[src/rtl/seq_pkg.sv]
// seq_pkg
// Shared definitions for the word serializer that feeds the 110/101
// sequence detector: the serializer state type, its encoding constants and
// the default word width (also used by the detector bench).
package seq_pkg;

  localparam logic ST_IDLE  = 1'b0;
  localparam logic ST_SHIFT = 1'b1;

  typedef enum logic {
    IDLE  = ST_IDLE,
    SHIFT = ST_SHIFT
  } ser_state_t;

  localparam int DEFAULT_WIDTH = 8;

endpackage

[src/rtl/seq_word_serializer.sv]
// seq_word_serializer
// Accepts parallel words over a valid/ready handshake and shifts them out one
// bit per clock on a single serial line. Words stream back to back with no
// idle gap; the line is 0 whenever no word is in flight.
//
// Parameters
//   WIDTH      bits per word (>= 2)
//   MSB_FIRST  1: bit WIDTH-1 goes out first, 0: bit 0 goes out first
// Ports
//   clk          rising-edge clock
//   rstn         synchronous reset, active HIGH despite the name
//   din          parallel word
//   din_valid    din is offered
//   din_ready    word is accepted this cycle (combinational)
//   x            serial bit (registered)
//   x_valid      x carries a word bit (registered)
//   frame_start  x is the first bit of a word (registered)
//   frame_last   x is the last bit of a word (registered)
module seq_word_serializer
  import seq_pkg::*;
#(
  parameter int WIDTH     = DEFAULT_WIDTH,
  parameter bit MSB_FIRST = 1'b1
) (
  input  logic             clk,
  input  logic             rstn,
  input  logic [WIDTH-1:0] din,
  input  logic             din_valid,
  output logic             din_ready,
  output logic             x,
  output logic             x_valid,
  output logic             frame_start,
  output logic             frame_last
);

  localparam int            CW       = $clog2(WIDTH);
  localparam logic [CW-1:0] CNT_LOAD = CW'(WIDTH - 1);

  ser_state_t       state, state_nxt;
  logic [WIDTH-1:0] shreg, shreg_nxt;
  logic [CW-1:0]    cnt, cnt_nxt;
  logic             accept;
  logic             x_nxt, x_valid_nxt, frame_start_nxt, frame_last_nxt;

  // Ready only when idle or on the last bit of the current word, so a waiting
  // word is picked up exactly as the previous one finishes.
  always_comb begin
    din_ready = !rstn && (state == IDLE || (state == SHIFT && cnt == '0));
  end

  assign accept = din_valid && din_ready;

  // Next-state / datapath logic
  always_comb begin
    state_nxt = state;
    shreg_nxt = shreg;
    cnt_nxt   = cnt;
    if (accept) begin
      shreg_nxt = din;
      cnt_nxt   = CNT_LOAD;
      state_nxt = SHIFT;
    end else if (state == SHIFT) begin
      if (cnt != '0) begin
        // Shift toward the output end, zero fill.
        shreg_nxt = MSB_FIRST ? {shreg[WIDTH-2:0], 1'b0} : {1'b0, shreg[WIDTH-1:1]};
        cnt_nxt   = cnt - 1'b1;
      end else begin
        shreg_nxt = '0;
        state_nxt = IDLE;
      end
    end
  end

  // Output logic: computed from next-state values so every output is a flop
  // that lines up with the state it describes.
  always_comb begin
    x_nxt           = 1'b0;
    x_valid_nxt     = 1'b0;
    frame_start_nxt = 1'b0;
    frame_last_nxt  = 1'b0;
    if (state_nxt == SHIFT) begin
      x_nxt           = MSB_FIRST ? shreg_nxt[WIDTH-1] : shreg_nxt[0];
      x_valid_nxt     = 1'b1;
      frame_start_nxt = accept;
      frame_last_nxt  = (cnt_nxt == '0);
    end
  end

  // State register
  always_ff @(posedge clk) begin
    if (rstn) begin
      state       <= IDLE;
      shreg       <= '0;
      cnt         <= '0;
      x           <= 1'b0;
      x_valid     <= 1'b0;
      frame_start <= 1'b0;
      frame_last  <= 1'b0;
    end else begin
      state       <= state_nxt;
      shreg       <= shreg_nxt;
      cnt         <= cnt_nxt;
      x           <= x_nxt;
      x_valid     <= x_valid_nxt;
      frame_start <= frame_start_nxt;
      frame_last  <= frame_last_nxt;
    end
  end

endmodule

[config.mk]
export PLATFORM = sky130hd
export DESIGN_NAME = seq_word_serializer
export DESIGN_NICKNAME = d
export VERILOG_FILES = /design/src/rtl/seq_pkg.sv /design/src/rtl/seq_word_serializer.sv
export SDC_FILE = /design/constraint.sdc
export NUM_CORES = 1
export LEC_CHECK = 0
export CORE_MARGIN = 1.5
export CORE_UTILIZATION = 41
export DETAILED_ROUTE_END_ITERATION = 10
export GPL_ROUTABILITY_DRIVEN = 0
export PLACE_DENSITY = 0.82
export SLEW_MARGIN = 10
export SYNTH_ARGS = -nofsm -noshare
export SYNTH_HDL_FRONTEND = slang
export SYNTH_SLANG_ARGS = --single-unit
[constraint.sdc]
create_clock -name clk -period 1.37 [get_ports clk]
set_input_delay 0.137 -clock clk [delete_from_list [all_inputs] [get_ports clk]]
set_output_delay 0.137 -clock clk [all_outputs]
set_load 0.05 [all_outputs]
==> flow_summary.ini, run 1 <==
[timing]
fin_crit_sh_pct = 117.6
layout_setup_ws_ns = -0.2411
setup_viol = 14
worst_slew_pin_slew_ns = 0.2397
fmax_mhz = 620.7
fin_skew_ns = 0.005396
rsz0062_at_grt = true
slew_headroom_pct = 84.01
slew_viol_final = 0
min_period_ns = 1.611
finalHoldViolations = 0

[finish]
fin_util_pct = 64.54
layout-drive-gt1-share_pct = 29.41
nets = 117
area_growth_pct = 47.69
num_antenna_cells = 0
fin_cells = 118

[yosys]
yosys.area_share.xor_xnor_pct = 0
yosys.area.top_type_share_pct = 46.15
yosysWarnings = 0
synth_edf_count = 0
syn_avg_cell_area_um2 = 8.341
synthAdderAreaFrac_pct = 5.769
async_flop_share_pct = 0
syn_inst = 78
yosys.cell_count.top_type = dfxtp_1
synth_top_family_by_area = simple AND/OR/NAND/NOR gates
ys_top_cells_by_count = 15 x dfxtp_1, 13 x nand3_1, 7 x nand2_1, 7 x nor2_1, 6 x a31oi_1
ys_seq_area_share_pct = 46.15
muxShareOfSynthArea_pct = 0
synth_seq_cells = 15
synth_area_um2 = 650.6
synth_top_area_cell = dfxtp_1
ys_types = 18
yosys_most_used_dff = dfxtp_1
syn_nets = 92
synthTopCellsByArea = dfxtp_1 46%, nand3_1 10%, a31oi_1 5.8%
synth_compound_area_share_pct = 13.46
synth_simple_gate_area_share_pct = 27.50

[routing]
antenna_left = 0
wl_um = 1714
vias = 668
drcViolationCount = 0
firstDrtPassIters = 4
drtIter0Drc = 12
wl_per_cell_um = 14.53
via_per_inst = 5.661

[place]
dp_hpwl_um = 1070
numPlacedInstances = 112
port_buffers = 15
place_ws_ns = -0.1432

[die]
core_um2 = 1489
start_util_pct = 43.70
dieArea_um2 = 1835
rows = 14
num_io_pins = 16
die_w_um = 42.84
floorplan.die.height_um = 42.84

[global_route]
grt_pass1_wl_um = 2732
antenna_found_initial = 0
grt_max_degree = 16
grt_usage_pct = 20.72
grt_pass1_vias = 622
grt-ovfl-total = 0

[clocking]
cts_tree = yes
numCtsBuffers = 3
hold_buffers = 0
clk_latency_ns = 0.30
cts_root_buf = clkbuf_4
path_clk_slew_ns = 0.10
htree_levels = 1
clockBufferDepth = 2
clkSinkCount = 15

[setup_path]
cp.arrival_ns = 1.47
worstReg2RegStart = cnt[0]
crit_type = flop to output port
reg2reg_to = x
cp-start-kind = flop
cp_data_required_time_ns = 1.23
critPathMaxFanout = 2
crit_path_end_kind = output port
ff2ff_path_depth = 7
r2r_setup_slack_ns = -0.22

[pwr]
vdd_ir_drop_max_mv = 0.7245
powerDensity_nw_per_um2 = 1099
power.leakage_uw = 0.0003833

[job]
cap_violations = 0

[min_path]
min_to = shreg[5]
hold_path_class = input pin to flop
min_from = din[5]
hold_depth = 3

[status]
status = finished, violations left
violations = negative setup slack
## cell usage in the layout, fill, tap and decap left out
master           count
nand3_1             13
dfxtp_1             13
buf_4               12
clkdlybuf4s50_1     10
nand2_1              7
nor2_1               6
a31oi_1              6
nor3_1               4
inv_1                3
nand2b_1             3
clkbuf_4             3
inv_2                2
a21oi_1              2
a211oi_1             2
ha_4                 2
dfxtp_2              2
buf_12               2
and2b_4              1
nor2_4               1
a32oi_2              1
or2_2                1
a211oi_2             1
nand3b_1             1
a32oi_1              1
ha_1                 1
clkinv_2             1
buf_6                1
## per-layer routing
metal,global-route usage (%),wire (µm)
met2,33.64,861
met4,13.75,48
met5,0,0
met3,6.383,97
met1,22.96,706
## stage by stage
| step | cell area (µm²) | TNS (ns) | total power, µW | hold WS (ns) |
|---|---|---|---|---|
| final | 960.9 | -2.015 | 1056 | 0.4177 |
| after global routing | 960.9 | -2.879 | 1089 | 0.4335 |
| after CTS | 948.4 | -1.845 | 1044 | 0.4176 |
| after detailed placement | 899.6 | -0.9082 | 768.1 | 0.4795 |
| after global placement | 899.6 | -0.2577 | 754.9 | 0.4639 |
| after floorplan | 688.2 | -0.05637 | 660.4 | 0.2023 |
## logic make-up after synthesis
logic type / after synthesis
fa+ha+maj: 3
simple gates: 37
flops: 15
buf+inv: 10
compound gates: 13
## critical path, cell delays in order, from the launching register on
cell	delay [ns]
dfxtp_2	0.36
inv_2	0.05
ha_4	0.16
ha_4	0.15
and2b_4	0.26
nor2_4	0.04
buf_12	0.14
## worst max-delay path by stage
| stage | startpoint | to | slack (ns) |
|---|---|---|---|
| 2_1_floorplan | cnt[0] | din_ready | -0.06 |
| 3_3_place_gp | cnt[1] | x | -0.06 |
| 3_5_place_dp | cnt[1] | x | -0.14 |
| 4_1_cts | cnt[0] | din_ready | -0.24 |
| 5_1_grt | cnt[0] | din_ready | -0.28 |
| 6_report | cnt[0] | din_ready | -0.24 |
## power breakdown
| part | switching, µW | internal, µW | leakage [µW] |
|---|---|---|---|
| Combinational | 149 | 144 | 0.000241 |
| Clock | 162 | 109 | 0.0000177 |
| Sequential | 21.0 | 472 | 0.000124 |
| Total | 332 | 725 | 0.000383 |
## registers in the layout, summed over array words and instances, names as in the netlist
register / flops
shreg: 8
cnt: 3
frame_last: 1
frame_start: 1
x: 1
x_valid: 1
## cell type report
type,count,area [µm²]
clock buffer,3,22.52
clock inverter,1,5.005
fill,119,528.0
inverter,5,18.77
multi-input combinational,53,350.3
sequential,15,302.8
tap,16,20.02
timing repair buffer,25,241.5
## what timing repair did
item                                    4_1_cts  5_1_grt
resized for setup                             3        2
pin swaps                                     4        0
endpoints found under the setup margin       13       15
buffers inserted                              2        0
Note: power is estimated with default switching activity, not from simulation.
==> run 2: changes to the inputs <==
Settings changed: SLEW_MARGIN 10 to unset.
==> results of run 2 <==
Final layout, timing and power as in run 1 (identical DEF).
